$ cat config.mk
export PLATFORM = sky130hd
export DESIGN_NAME = cfi_violation_handler
export DESIGN_NICKNAME = d
export VERILOG_FILES = /design/src/rtl/ariane_pkg.sv /design/src/rtl/cfi_pkg.sv /design/src/rtl/cfi_viol_fifo.sv /design/src/rtl/cfi_violation_handler.sv
export SDC_FILE = /design/constraint.sdc
export NUM_CORES = 1
export LEC_CHECK = 0
export BUFFER_PORTS_ARGS = -buffer_cell sky130_fd_sc_hd__buf_2
export CAP_MARGIN = 10
export CORE_MARGIN = 4
export CORE_UTILIZATION = 35
export CTS_CLUSTER_SIZE = 40
export DETAILED_ROUTE_END_ITERATION = 8
export GPL_TIMING_DRIVEN = 0
export PLACE_DENSITY = 0.67
export SKIP_LAST_GASP = 1
export SLEW_MARGIN = 20
export SYNTH_ARGS = -nofsm -noshare
export SYNTH_HDL_FRONTEND = slang
export SYNTH_SLANG_ARGS = --single-unit
$ cat constraint.sdc
create_clock -name clk_i -period 4.11 [get_ports clk_i]
set_input_delay 0.822 -clock clk_i [delete_from_list [all_inputs] [get_ports clk_i]]
set_output_delay 0.822 -clock clk_i [all_outputs]
set_load 0.1 [all_outputs]
$ cat src/rtl/ariane_pkg.sv
// Minimal slice of the core package: only the exception record that the CFI
// handler exchanges with the checkers and the commit/CSR path.
package ariane_pkg;

  typedef struct packed {
    logic [63:0] cause;
    logic [63:0] tval;
    logic        valid;
  } exception_t;

endpackage

$ cat src/rtl/cfi_pkg.sv
// Shared types for the CFI violation handler: FSM states, log entry layout
// and the source encoding stored with each logged violation.
package cfi_pkg;

  typedef enum logic [1:0] {
    IDLE   = 2'd0,
    REPORT = 2'd1,
    HOLD   = 2'd2
  } cfi_state_e;

  localparam logic CFI_SRC_CALL = 1'b0;
  localparam logic CFI_SRC_RET  = 1'b1;

  typedef struct packed {
    logic [63:0] tval;
    logic        src;
  } log_entry_t;

endpackage

$ cat src/rtl/cfi_viol_fifo.sv
// Violation log FIFO. A pop frees the head slot in the same cycle, so a push
// and a pop on a full log are both accepted; clear wins over push and pop.
module cfi_viol_fifo
  import cfi_pkg::*;
#(
  parameter int unsigned DEPTH   = 4,
  parameter type         entry_t = log_entry_t
) (
  input  logic   clk_i,
  input  logic   rst_i,
  input  logic   clr_i,
  input  logic   push_i,
  input  logic   pop_i,
  input  entry_t entry_i,
  output entry_t head_o,
  output logic   valid_o,
  output logic   drop_o
);

  localparam int unsigned PTR_W = $clog2(DEPTH);

  logic [PTR_W-1:0] wr_ptr_r, rd_ptr_r;
  logic [PTR_W:0]   count_r;
  entry_t           mem_r [DEPTH];
  logic             full_s, empty_s, do_push_s, do_pop_s;

  assign full_s    = (count_r == (PTR_W+1)'(DEPTH));
  assign empty_s   = (count_r == '0);
  assign do_pop_s  = pop_i & ~empty_s;
  assign do_push_s = push_i & (~full_s | pop_i);
  assign drop_o    = push_i & full_s & ~pop_i;
  assign valid_o   = ~empty_s;

  // Pointer and occupancy bookkeeping; pointers wrap naturally at DEPTH.
  always_ff @(posedge clk_i) begin
    if (rst_i || clr_i) begin
      wr_ptr_r <= '0;
      rd_ptr_r <= '0;
      count_r  <= '0;
    end else begin
      if (do_push_s) wr_ptr_r <= wr_ptr_r + PTR_W'(1);
      if (do_pop_s)  rd_ptr_r <= rd_ptr_r + PTR_W'(1);
      case ({do_push_s, do_pop_s})
        2'b10:   count_r <= count_r + (PTR_W+1)'(1);
        2'b01:   count_r <= count_r - (PTR_W+1)'(1);
        default: count_r <= count_r;
      endcase
    end
  end

  // Entry storage; no reset needed since the head is masked while empty.
  always_ff @(posedge clk_i) begin
    if (do_push_s && !clr_i && !rst_i) begin
      mem_r[wr_ptr_r] <= entry_i;
    end
  end

  // Present zeros rather than stale storage when the log is empty.
  always_comb begin
    if (empty_s) begin
      head_o = entry_t'(0);
    end else begin
      head_o = mem_r[rd_ptr_r];
    end
  end

endmodule

$ cat src/rtl/cfi_violation_handler.sv
// Turns call/ret CFI checker violations into a one-cycle exception plus a
// fixed-length redirect pulse, while counting and logging every violation.
module cfi_violation_handler
  import ariane_pkg::*;
  import cfi_pkg::*;
#(
  parameter int unsigned HOLD_CYCLES = 11,
  parameter int unsigned LOG_DEPTH   = 4,
  parameter int unsigned CNT_W       = 16
) (
  input  logic             clk_i,
  input  logic             rst_i,
  input  logic             csr_en_i,
  input  exception_t       call_ex_i,
  input  exception_t       ret_ex_i,
  input  logic             log_rd_i,
  input  logic             log_clr_i,
  output exception_t       ex_o,
  output logic             cfi_signal_o,
  output logic             log_valid_o,
  output logic [63:0]      log_tval_o,
  output logic             log_src_o,
  output logic [CNT_W-1:0] viol_cnt_o,
  output logic             overflow_o,
  output logic [3:0]       leds_o
);

  localparam int unsigned HC_W = $clog2(HOLD_CYCLES + 1);

  cfi_state_e       state_r, next_state_s;
  logic [HC_W-1:0]  hold_cnt_r, hold_cnt_nxt_s;
  exception_t       ex_r, ex_nxt_s;
  logic             cfi_r, toggle_r, overflow_r;
  logic [CNT_W-1:0] viol_cnt_r;
  logic [CNT_W:0]   cnt_sum_s;
  logic [1:0]       cnt_inc_s;
  logic             event_s, both_s, log_push_s, fifo_drop_s;
  log_entry_t       entry_s, head_s;

  assign event_s    = csr_en_i & (call_ex_i.valid | ret_ex_i.valid);
  assign both_s     = csr_en_i & call_ex_i.valid & ret_ex_i.valid;
  assign log_push_s = event_s & ~log_clr_i;
  assign entry_s    = call_ex_i.valid ? '{tval: call_ex_i.tval, src: CFI_SRC_CALL}
                                      : '{tval: ret_ex_i.tval,  src: CFI_SRC_RET};
  assign cnt_inc_s  = both_s ? 2'd2 : 2'd1;
  assign cnt_sum_s  = {1'b0, viol_cnt_r} + (CNT_W+1)'(cnt_inc_s);

  // Next-state logic; the hold counter holds the HOLD cycles still to go.
  always_comb begin
    next_state_s   = state_r;
    hold_cnt_nxt_s = hold_cnt_r;
    ex_nxt_s       = '0;
    case (state_r)
      IDLE: begin
        if (event_s) begin
          next_state_s   = REPORT;
          hold_cnt_nxt_s = '0;
          ex_nxt_s       = call_ex_i.valid ? call_ex_i : ret_ex_i;
          ex_nxt_s.valid = 1'b1;
        end else begin
          next_state_s = IDLE;
        end
      end
      REPORT: begin
        if (HOLD_CYCLES > 32'd1) begin
          next_state_s   = HOLD;
          hold_cnt_nxt_s = HC_W'(HOLD_CYCLES - 32'd1);
        end else begin
          next_state_s   = IDLE;
          hold_cnt_nxt_s = '0;
        end
      end
      HOLD: begin
        if (hold_cnt_r <= HC_W'(1)) begin
          next_state_s   = IDLE;
          hold_cnt_nxt_s = '0;
        end else begin
          next_state_s   = HOLD;
          hold_cnt_nxt_s = hold_cnt_r - HC_W'(1);
        end
      end
      default: begin
        next_state_s   = IDLE;
        hold_cnt_nxt_s = '0;
      end
    endcase
  end

  // FSM and registered report outputs.
  always_ff @(posedge clk_i) begin
    if (rst_i) begin
      state_r    <= IDLE;
      hold_cnt_r <= '0;
      ex_r       <= '0;
      cfi_r      <= 1'b0;
      toggle_r   <= 1'b0;
    end else begin
      state_r    <= next_state_s;
      hold_cnt_r <= hold_cnt_nxt_s;
      ex_r       <= ex_nxt_s;
      cfi_r      <= (next_state_s != IDLE);
      if (state_r == IDLE && event_s) toggle_r <= ~toggle_r;
    end
  end

  // Saturating violation counter and sticky overflow; clear beats any event.
  always_ff @(posedge clk_i) begin
    if (rst_i || log_clr_i) begin
      viol_cnt_r <= '0;
      overflow_r <= 1'b0;
    end else begin
      if (event_s) viol_cnt_r <= cnt_sum_s[CNT_W] ? '1 : cnt_sum_s[CNT_W-1:0];
      if (both_s || fifo_drop_s) overflow_r <= 1'b1;
    end
  end

  cfi_viol_fifo #(
    .DEPTH   (LOG_DEPTH),
    .entry_t (log_entry_t)
  ) u_log (
    .clk_i   (clk_i),
    .rst_i   (rst_i),
    .clr_i   (log_clr_i),
    .push_i  (log_push_s),
    .pop_i   (log_rd_i),
    .entry_i (entry_s),
    .head_o  (head_s),
    .valid_o (log_valid_o),
    .drop_o  (fifo_drop_s)
  );

  assign ex_o         = ex_r;
  assign cfi_signal_o = cfi_r;
  assign log_tval_o   = head_s.tval;
  assign log_src_o    = head_s.src;
  assign viol_cnt_o   = viol_cnt_r;
  assign overflow_o   = overflow_r;
  assign leds_o       = {toggle_r, log_valid_o, overflow_r, (state_r != IDLE)};

endmodule

==> flow_metrics.py <==
metrics = {
    "clocking": {
        "cts_buffers": 44,
        "post_cts_buffers": 0,
        "clkSlewWorstSetupHoldPaths_ns": 0.06,
        "cts_tree": "yes",
        "htreeDepth": 2,
        "clock-sinks": 423,
        "cts_resized": 0,
        "cts_hold_buffers": 0,
        "clock_latency_ns": 0.57,
        "cts.root.buffer_cell": "clkbuf_16",
        "clk_path_buf_depth": 3,
    },
    "layout": {
        "seq_area_sq_mm": 0.01107,
        "drive_above_1_share_pct": 45.57,
        "layout.cells.non_filler": 2210,
        "multi_input_area_sq_mm": 0.004967,
        "fin_util_pct": 45.42,
        "synthToLayoutAreaGrowth_pct": 28.75,
        "layout.nets": 1845,
        "fillers": 4174,
    },
    "critical_path": {
        "worst_path_max_delay_cell": "clkbuf_1",
        "cp.required_ns": 3.29,
        "critPathKind": "register to output port",
        "path_buf_inv": 3,
        "cp_cell_sequence": "or3_1, clkbuf_1, clkbuf_1, and2_1, buf_2",
        "crit_top_cell": "clkbuf_1",
        "endpoint_kind": "output port",
        "start_kind": "register",
        "slowest_delay_ns": 0.56,
        "cpLargestDelayFamily": "buffers and inverters",
        "critPathMaxFanout": 10,
        "worstPathArrival_ns": 2.90,
    },
    "detailed_routing": {
        "drc": 0,
        "wl_per_cell_um": 19.91,
        "via_count": 10490,
        "ant_nets": 0,
        "wl_um": 44000,
        "drt_pass1_iterations": 5,
        "drtIter0Drc": 550,
        "vias_per_cell": 4.744,
    },
    "synthesis": {
        "synth_most_common_cell": "edfxtp_1",
        "ys_seq_area_share_pct": 67.54,
        "ys_ff_latch": 423,
        "synth_nets": 1318,
        "syn_area_per_cell_sq_um": 15.76,
        "synth_edf_count": 260,
        "async_reset_ff_share_pct": 0,
        "synth_cells": 1040,
        "ys_types": 54,
        "ys_top_cells_by_area": "edfxtp_1 (48%), dfxtp_1 (20%), mux4_2 (8.9%), mux2_2 (4.5%), mux2i_1 (4.1%)",
        "synth.cell_area_sq_mm": 0.01639,
        "ys.flop_type": "edfxtp_1",
        "yosysWarnings": 0,
        "synthTopCellsByCount": "edfxtp_1 (260), dfxtp_1 (163), nor2_1 (86)",
        "synth_area_leader_cell": "edfxtp_1",
        "yosysTopAreaCellShare_pct": 47.63,
    },
    "grt": {
        "grt_max_degree": 40,
        "grt_pass1_vias": 11060,
        "grt_remaining_overflow": 0,
        "antenna_found_initial": 4,
        "grt_util_all_layers_pct": 17.01,
        "grt_pass1_wl_um": 65140,
    },
    "status": {
        "outcome": "finished clean",
    },
    "power_and_ir_drop": {
        "switching_share_pct": 26.09,
        "peakVddDrop_v": 0.0003236,
        "power_switching_w": 0.002554,
        "p_seq_share_pct": 47.2,
        "powerDensity_mw_per_mm2": 463.7,
        "p_int_w": 0.007233,
        "pwr-share-comb_pct": 12.2,
        "clockPowerShare_pct": 40.5,
        "leakage_nw": 8.584,
    },
    "placement": {
        "gp_congestion": 0.9206,
        "place_inst": 2128,
        "io_buffers": 477,
        "dp_hpwl_um": 32100,
    },
    "timing": {
        "setup_viol": 0,
        "timing.final.crit_share_pct": 90.46,
        "report.final.slew_viol_count": 0,
        "tns_ns": 0,
        "whs_ns": 0.4852,
        "hold_violations": 0,
        "rsz0062_at_grt": "false",
        "tightest_slew_ns": 0.7116,
        "slew_headroom_pct": 52.56,
        "fmax_ghz": 0.2690,
        "post-route-min-period_ns": 3.718,
        "fin_worst_skew_ns": 0.02863,
    },
    "floorplanning": {
        "coreArea_sq_mm": 0.04646,
        "die_area_sq_mm": 0.05036,
        "top_level_ports": 480,
        "start_util_pct": 35.28,
        "die_h_um": 224.4,
        "rows": 79,
        "die_w_um": 224.4,
    },
    "hold_path": {
        "hold_class": "input pin to register",
    },
    "flow_run": {
        "drv_cap": 0,
    },
}
## layout make-up
cell class                 count  share of cell area (%)
multi-input combinational    542                   23.54
tap                          607                   3.599
clock inverter                23                   1.115
antenna                        1                 0.01186
sequential                   423                   52.46
timing repair buffer         481                   11.83
inverter                      18                  0.3202
buffer                        57                   1.399
clock buffer                  58                   5.722
## routing by layer
layer / part of all wire [%] / wire length [um] / global-route usage, %
met1: 38 / 16860 / 19.93
met2: 51 / 22380 / 30.02
met3: 8.1 / 3569 / 5.260
met4: 2.7 / 1187 / 5.375
met5: 0 / 0 / 0
## cell families after synthesis
logic type,Yosys count,share of synthesized area (%)
flops,423,67.54
simple gates,283,9.466
mux,197,17.49
buf+inv,75,2.214
compound gates,38,1.573
fa+ha+maj,15,1.237
xor+xnor,9,0.4809
## cell usage in the layout, fill, tap and decap left out, types with 7 or more instances in the layout
cell type	count
a21oi_1	10
and2_1	69
buf_2	503
buf_4	11
clkbuf_1	21
clkbuf_16	44
clkinv_2	7
dfxtp_1	163
edfxtp_1	260
ha_1	13
inv_1	16
mux2_2	65
mux2i_1	67
mux4_2	65
nand2_1	14
nor2_1	86
nor2b_1	65
nor3_1	7
## worst reg2reg max path: stages, from the launching register on
cell	delay [ns]
dfxtp_1	0.34
nor4b_1	0.60
nor3_1	0.22
inv_1	0.10
ha_1	0.17
inv_1	0.06
fa_1	0.37
xor2_1	0.16
or3_1	0.30
a21oi_1	0.14
## per-stage QoR
| step | total power, W | setup WS (ns) | instance area, sq um |
|---|---|---|---|
| 2_1_floorplan | 0.005579 | 0.6274 | 16390 |
| 3_5_place_dp | 0.005923 | 0.6172 | 19660 |
| 5_1_grt | 0.01016 | 0.09590 | 21100 |
| 4_1_cts | 0.009908 | 0.1930 | 21100 |
| 6_report | 0.009786 | 0.3919 | 21100 |
| 3_3_place_gp | 0.005903 | -0.8032 | 19540 |
## final timing paths
kind / from / endpoint / slack (ns) / cells after the start
worst max-delay path: u_log.count_r[0]$_SDFFE_PP0P_ / log_tval_o[33] / 0.39 / 5
worst min-delay path: call_ex_i[102] / ex_o[102]$_SDFF_PP0_ / 0.49 / 3
worst max register to register: u_log.count_r[0]$_SDFFE_PP0P_ / u_log.count_r[2]$_SDFFE_PP0P_ / 1.56 / 9
worst min register to register: u_log.count_r[2]$_SDFFE_PP0P_ / u_log.count_r[2]$_SDFFE_PP0P_ / 0.50 / 2
## flip-flops by register name, indices dropped and copies added (netlist names), named ones only
name	flops
u_log.count_r	3
overflow_o	1
toggle_r	1
cfi_signal_o	1
u_log.wr_ptr_r	2
ex_o	129
u_log.rd_ptr_r	2
u_log.mem_r	260
state_r	2
viol_cnt_o	16
hold_cnt_r	4
## power groups by stage
| stage | Sequential [W] | Combinational (W) | Clock, W |
|---|---|---|---|
| after detailed placement | 0.00471 | 0.00121 | 0 |
| after global placement | 0.00471 | 0.00119 | 0 |
| after global routing | 0.00463 | 0.00126 | 0.00427 |
| after CTS | 0.00462 | 0.00121 | 0.00407 |
| final | 0.00462 | 0.00120 | 0.00397 |
| after floorplan | 0.00511 | 0.000468 | 0 |
Power figures use the tool's default switching activity.
